**src/rtl/spi_reg_bridge.sv**
```systemverilog
// SPI-slave (mode 0) to register-bus bridge. SPI pins are asynchronous and
// oversampled in the clk domain; frames decode into one-clk r_valid strobes.
// Frame: 16-bit command {wen, 3'b0, addr}, then 32 write bits, or TURN_B dummy
// bits followed by 32 read bits shifted out on spi_do.
// Optional feature: define SPIR_AUTOINC_EN for burst access with r_addr
// auto-increment; without it one access is made per frame.
module spi_reg_bridge #(
  parameter int unsigned ADDR_W = 12,
  parameter int unsigned TURN_B = 8
) (
  input  logic              clk,
  input  logic              reset_n,
  input  logic              spi_clk,
  input  logic              spi_ncs,
  input  logic              spi_di,
  output logic              spi_do,
  output logic              r_valid,
  output logic              r_wen,
  output logic [ADDR_W-1:0] r_addr,
  output logic [31:0]       r_wdata,
  input  logic [31:0]       r_rdata
);

`ifdef SPIR_AUTOINC_EN
  localparam bit AutoInc = 1'b1;
`else
  localparam bit AutoInc = 1'b0;
`endif

  typedef enum logic [2:0] {StIdle, StCmd, StWdata, StTurn, StRdata, StDone} state_e;

  logic [2:0]  sclk_q;
  logic [1:0]  ncs_q;
  logic [1:0]  di_q;
  logic        sclk_rise, sclk_fall, ncs_s, di_s;

  state_e      state_q;
  logic [5:0]  cnt_q;
  logic [30:0] in_sr_q;
  logic [31:0] out_sr_q;
  logic        armed_q;
  logic        burst_q;

  // Two-flop synchronisers; the third spi_clk flop provides edge detection.
  // ncs resets low so a frame cut by reset is only re-armed once ncs is seen high.
  always_ff @(posedge clk or negedge reset_n) begin
    if (!reset_n) begin
      sclk_q <= '0;
      ncs_q  <= '0;
      di_q   <= '0;
    end else begin
      sclk_q <= {sclk_q[1:0], spi_clk};
      ncs_q  <= {ncs_q[0], spi_ncs};
      di_q   <= {di_q[0], spi_di};
    end
  end

  // Synchronised pin views and edge strobes.
  always_comb begin
    sclk_rise = sclk_q[1] & ~sclk_q[2];
    sclk_fall = ~sclk_q[1] & sclk_q[2];
    ncs_s     = ncs_q[1];
    di_s      = di_q[1];
  end

  // Frame FSM with registered bus and MISO outputs.
  always_ff @(posedge clk or negedge reset_n) begin
    if (!reset_n) begin
      state_q  <= StIdle;
      cnt_q    <= '0;
      in_sr_q  <= '0;
      out_sr_q <= '0;
      armed_q  <= 1'b0;
      burst_q  <= 1'b0;
      r_valid  <= 1'b0;
      r_wen    <= 1'b0;
      r_addr   <= '0;
      r_wdata  <= '0;
      spi_do   <= 1'b0;
    end else begin
      r_valid <= 1'b0;
      if (ncs_s) begin
        state_q <= StIdle;
        armed_q <= 1'b1;
        spi_do  <= 1'b0;
      end else begin
        unique case (state_q)
          StIdle: begin
            if (armed_q) begin
              state_q  <= StCmd;
              cnt_q    <= '0;
              in_sr_q  <= '0;
              out_sr_q <= '0;
              burst_q  <= 1'b0;
            end
          end
          StCmd: begin
            if (sclk_rise) begin
              in_sr_q <= {in_sr_q[29:0], di_s};
              cnt_q   <= cnt_q + 6'd1;
              if (cnt_q == 6'd15) begin
                cnt_q  <= '0;
                r_addr <= {in_sr_q[ADDR_W-2:0], di_s};
                r_wen  <= in_sr_q[14];
                if (in_sr_q[14]) begin
                  state_q <= StWdata;
                end else begin
                  // Read strobe fires now so data is ready before turnaround ends.
                  state_q <= StTurn;
                  r_valid <= 1'b1;
                end
              end
            end
          end
          StWdata: begin
            if (sclk_rise) begin
              in_sr_q <= {in_sr_q[29:0], di_s};
              cnt_q   <= cnt_q + 6'd1;
              if (cnt_q == 6'd31) begin
                cnt_q   <= '0;
                r_wdata <= {in_sr_q, di_s};
                r_valid <= 1'b1;
                r_wen   <= 1'b1;
                if (burst_q) r_addr <= r_addr + ADDR_W'(1);
                if (AutoInc) burst_q <= 1'b1;
                else         state_q <= StDone;
              end
            end
          end
          StTurn: begin
            if (sclk_rise) begin
              cnt_q <= cnt_q + 6'd1;
              if (cnt_q == 6'(TURN_B - 1)) begin
                state_q <= StRdata;
                cnt_q   <= '0;
              end
            end
          end
          StRdata: begin
            if (sclk_fall && cnt_q != 6'd32) begin
              spi_do   <= out_sr_q[31];
              out_sr_q <= {out_sr_q[30:0], 1'b0};
              cnt_q    <= cnt_q + 6'd1;
              if (AutoInc && cnt_q == 6'd31) begin
                // Prefetch next word; its bit 31 goes out on the following fall.
                cnt_q   <= '0;
                r_valid <= 1'b1;
                r_wen   <= 1'b0;
                r_addr  <= r_addr + ADDR_W'(1);
              end
            end else if (sclk_rise && cnt_q == 6'd32) begin
              // Bit 0 has now been sampled by the master.
              state_q <= StDone;
              spi_do  <= 1'b0;
            end
          end
          StDone: begin
            spi_do <= 1'b0;
          end
          default: begin
            state_q <= StIdle;
          end
        endcase
      end
      // Read data is captured the clk after the read strobe.
      if (r_valid && !r_wen) out_sr_q <= r_rdata;
    end
  end

endmodule

```
**config.mk**
```make
export PLATFORM = sky130hd
export DESIGN_NAME = spi_reg_bridge
export DESIGN_NICKNAME = d
export VERILOG_FILES = /design/src/rtl/spi_reg_bridge.sv
export SDC_FILE = /design/constraint.sdc
export NUM_CORES = 1
export LEC_CHECK = 0
export CAP_MARGIN = 20
export CELL_PAD_IN_SITES_DETAIL_PLACEMENT = 1
export CELL_PAD_IN_SITES_GLOBAL_PLACEMENT = 2
export CORE_ASPECT_RATIO = 0.5
export CORE_MARGIN = 1.5
export CORE_UTILIZATION = 39
export CTS_BUF_LIST = sky130_fd_sc_hd__clkbuf_4 sky130_fd_sc_hd__clkbuf_8
export CTS_CLUSTER_SIZE = 16
export DETAILED_ROUTE_END_ITERATION = 8
export HOLD_SLACK_MARGIN = 0.05
export PLACE_DENSITY = 0.95
export RECOVER_POWER = 100
export SYNTH_ARGS = -nofsm -noshare
export SYNTH_HDL_FRONTEND = slang
export SYNTH_SLANG_ARGS = --single-unit
```
**constraint.sdc**
```tcl
create_clock -name clk -period 3.22 [get_ports clk]
set_clock_uncertainty 0.15 [all_clocks]
set_input_delay 0.322 -clock clk [delete_from_list [all_inputs] [get_ports clk]]
set_output_delay 0.322 -clock clk [all_outputs]
set_load 0.1 [all_outputs]
```
Word level (Yosys, flattened, before mapping)
Index checks and enable logic that the tools add are counted.
- bits in registers: 127
- bits of input ports: 37
- output and inout port bits: 47
- logic and storage cells: 119
- add/subtract/negate cells: 1
- eq/ne operators: 32
- muxes and demuxes: 48
- bitwise gates (word level): 6
- reduce and logical (&&, ||, !) cells: 19
- operators by type and width (cell ; count):
    2-to-1 mux 32 bit ; 4
    case mux 32 bit (2 select lines) ; 1
    2-to-1 mux 31 bit ; 2
    case mux 31 bit (2 select lines) ; 1
    2-to-1 mux 6 bit ; 8
    2-to-1 mux 12 bit ; 3
    inequality test 3 bit, second input constant ; 11
    2-to-1 mux 3 bit ; 10
    case mux 6 bit (5 select lines) ; 1
    case mux 3 bit (6 select lines) ; 1
    inequality test 2 bit, second input constant ; 8
    2-to-1 mux 1 bit ; 14
    AND reduction 7 bit ; 2
    AND reduction 4 bit ; 3
    AND reduction 10 bit ; 1
    adder 6 x 1 -> 6 bit, second input constant ; 1
    == test 3 x 2 -> 1 bit, second input constant ; 2
    == test 3 bit, second input constant ; 2
    == test 6 x 3 -> 1 bit, second input constant ; 1
    == test 6 x 4 -> 1 bit, second input constant ; 1
    == test 6 x 5 -> 1 bit, second input constant ; 1
    == test 6 bit, second input constant ; 1
    inequality test 6 bit, second input constant ; 1
    case mux 1 bit (2 select lines) ; 3
    14 further kinds ; 23

Longest topological paths before layout
- depth in word-level cells: 7
- gate-level depth with buffers: 8
- depth with buffers taken out: 6

Worst setup path before layout
Ideal clock, no wire load.
- path kind: register -> register
- from: register r_wen
- to: register out_sr_q[1]
- setup time: 77 ps
- data arrival time: 1822 ps
- path slack: 1171 ps
- stages on the path, launching flop included: 6
- path buffers: 2
- period minus slack after synthesis: 2049 ps
- cells stage by stage: dfrtp_1 nand2b_1 clkbuf_1 clkbuf_1 nor2_1 a21oi_1
- longest elaborated chain between the ends: 4
- elaborated cells on any way between the ends: 8
- classes of those cells: 3 x eq/ne; 1 x mux; 4 x reduce/logical
- ends and longest elaborated chain (element ; line ; RTL):
    from (decl) ; 18 ; output logic r_wen,
    from (signal assigned) ; 104 ; r_wen <= in_sr_q[14];
    logical NOT 1 bit * ; 166 ; if (r_valid && !r_wen) out_sr_q <= r_rdata;
    logical AND 1 bit * ; 166 ;
    inequality test 3 bit (no line), or another cell as far along ; n/a ;
    AND reduction 4 bit (no line) ; n/a ;
    to (signal assigned) ; 142 ; out_sr_q <= {out_sr_q[30:0], 1'b0};
    to (signal assigned) ; 166 ;
    to (decl) ; 40 ; logic [31:0] out_sr_q;
Every way passes the cells marked *; elsewhere a longest branch is shown, timed or not.
A chain may end at the register's enable or synchronous reset.

Worst setup path after layout
- from: register state_q[2]
- to: register r_wdata[12]
- longest elaborated chain between the ends: 2
- ends and longest elaborated chain (element ; line ; RTL):
    from (decl) ; 37 ; state_e state_q;
    from (signal assigned) ; 69 ; state_q <= StIdle;
    from (signal assigned) ; 83 ; state_q <= StIdle;
    from (signal assigned) ; 90 ; state_q <= StCmd;
    == test 3 x 2 -> 1 bit ; 87 ; unique case (state_q)
    AND reduction 4 bit (no line) ; n/a ;
    to (signal assigned) ; 121 ; r_wdata <= {in_sr_q, di_s};
    to (decl) ; 20 ; output logic [31:0] r_wdata,
Every way passes these cells.

==> metrics <==
Netlist Area Pre-Place=~0.0055 mm^2; most frequent cells in the layout=dfrtp_1, nand2_1, dlygate4sd3_1; clk_lat worst skew=0.42 ns; ys flop type=dfrtp_1; CP Data Arrival Time=2.88 ns; dpl cell area=~0.0064 mm^2; startpoint types=flop; Root Driver=clkbuf_8; post-synthesis async set-or-reset flop share=between 90% and 100%; CTS H-tree lvls=4; post_cts resized=0; Fillers=about 1500; Final Hold Vio Count=0; Period minus WS final=between 2 and 3 ns; Initial Util=40.2%; Die ar.=0.0149 mm^2; clock sinks=127; Net Count, Synth=approximately 540; post-synthesis cell count=499; initial antenna violation count=0; CTS Buf Count=17; CP required=around 3.4 ns; largest net degree at the start of global routing=~100; max-slew violation count=0; P per Cell Area=495 mW/mm^2; Tcrit/Tclk final=84.9%; setup_tns=0 ns; Core Box Area=about 0.014 mm^2; router iterations before antenna repair=4; Lkg Pwr=3.10 nW; post-synthesis sequential area ratio=57.8%; Reg clk slew, reported paths=0.09 ns; # setup viols final=0; final instance area=0.00675 mm^2; endpoint class of the critical path=flop; reg2reg setup slack=0.49 ns; layout net count=613; Ports=84; Avg Cell Area, Syn=11.0 um^2; Synth cell types=50; WS Path Type=reg2reg; detailed-route wire length per cell=15.9 um; global-route usage over all layers=17.7%; CTS tree=built; final wirelength=12400 um; hold slack=approximately 0.21 ns; Synth-to-Final Area Change=22.8%; share of cells above drive strength 1=roughly 15%; status=complete, but fails checks; routability cong.=0.806; #FFs+latches synth=127; via count=between 3000 and 4000; total grt overflow=0; DRC viols=0; Worst slew margin=0.197%; PnR worst setup slack=0.486 ns; Power, Total=0.00335 W; failing checks=max-capacitance violations; row count=30; number of port buffers=83; Diodes inserted=0; DPL Wire Length=approximately 8000 um; Hold Crit Class=reg2reg; First DRT Iteration DRCs=between 200 and 250; worst-path fanout max=32; yosys warns=0; vias per cell=5.08; most common cell after layout, fill and taps aside=dfrtp_1; first-pass GRT wire length=between 20000 and 25000 um; Max-Cap Viols=1; Bufs on Longest Clock Path=2; Place WS=0.647 ns; unrepaired setup endpoints after global routing=no; DRT antenna net count=0; highest clock rate=366 MHz; Die X=171 um; number of flops mapped to enable cells by yosys=0; vias in the first global route=4106; die height=87.0 um; Max IR drop VDD=around 0.23 mV; Worst Tran Pin Value=~1.5 ns
## metrics by stage
| stage | std cells | util, % |
|---|---|---|
| after global placement | 745 | 46.9 |
| after detailed placement | 745 | 46.9 |
| after floorplan | 499 | - |
| final | 779 | 49.4 |
| after CTS | 778 | 49.9 |
| after global routing | 779 | 49.4 |
## sequential cells by signal, indices dropped and copies added (netlist names)
register and count:
cnt_q 6, r_valid 1, in_sr_q 31, armed_q 1
state_q 3, spi_do 1, out_sr_q 32, r_addr 12
ncs_q 2, r_wdata 32, r_wen 1, di_q 2
sclk_q 3
## what timing repair did
item | CTS | global route
setup endpoints to repair | 0 | 0
hold endpoints to repair | 27 | 0
setup buffers | 0 | 0
hold buffers | 1 | 0
## layout make-up
cell class | count | area (um^2) | area share, %
Timing Repair Buffer | 92 | 856 | 12.7
Tap cell | 192 | 240 | 3.56
Multi-Input combinational cell | 328 | 2050 | 30.3
Clock buffer | 17 | 234 | 3.46
Clock inverter | 15 | 168 | 2.48
Inverter | 8 | 30.0 | 0.445
Sequential cell | 127 | 3180 | 47.1
## final timing paths
path | startpoint | end | cells past startpoint
min in group asynchronous | reset_n | in_sr_q[23] | 2
max reg2reg | state_q[2] | r_wdata[12] | 6
min reg2reg | di_q[0] | di_q[1] | 0
min | di_q[0] | di_q[1] | 0
max | state_q[2] | r_wdata[12] | 6
max in group asynchronous | reset_n | out_sr_q[17] | 3
## metal layers
layer | vias to the layer above | track usage [%] | part of all wire (%)
met4 | 0 | 4.55 | 0.37
met5 | - | 0 | 0
met3 | 4 | 3.86 | 2.5
met1 | 2005 | 23.0 | 46
met2 | 48 | 30.5 | 51
li1 | 1901 | - | -
## kinds of logic (layout without fill, tap and decap cells)
logic type               after synthesis  after routing  synth area share [%]
XOR/XNOR                               1              1                 0.159
multiplexers                          47             47                  9.60
AO/OA/AOI/OAI                        127            127                  14.3
AND/OR/NAND/NOR                      151            151                  13.1
buffers and inverters                 44            132                  4.60
adder cells (fa/ha/maj)                2              2                 0.455
flip-flops                           127            127                  57.8
## worst max-delay path, stage by stage, from the launching register on
cell      delay, ns
dfrtp_1        0.60
inv_1          0.32
nand3_1        0.17
nor2_1         0.14
and2_0         0.13
clkbuf_2       0.68
mux2_2         0.42
## cell usage after synthesis, drive strengths merged, types with 2 or more instances
master  instances  area share (%)
a211oi          3            0.41
a21oi          43             4.0
a22oi          32             4.4
and2            3            0.34
buf            18             2.8
clkbuf         18             1.2
dfrtp         127              58
ha              2            0.46
inv             8            0.55
mux2           46             9.4
nand2          68             4.6
nand2b          7            0.80
nand3           6            0.55
nand3b          2            0.34
nor2           43             3.0
nor2b           3            0.34
nor3            6            0.64
nor4b           3            0.86
o21ai          40             3.7
o41ai           2            0.32
or2             2            0.27
## power breakdown
part,internal [W],switching [W]
sequential,0.00162,0.0000465
clock,0.000652,0.000750
combinational,0.000103,0.000174
Note: power is estimated with default switching activity, not from simulation.
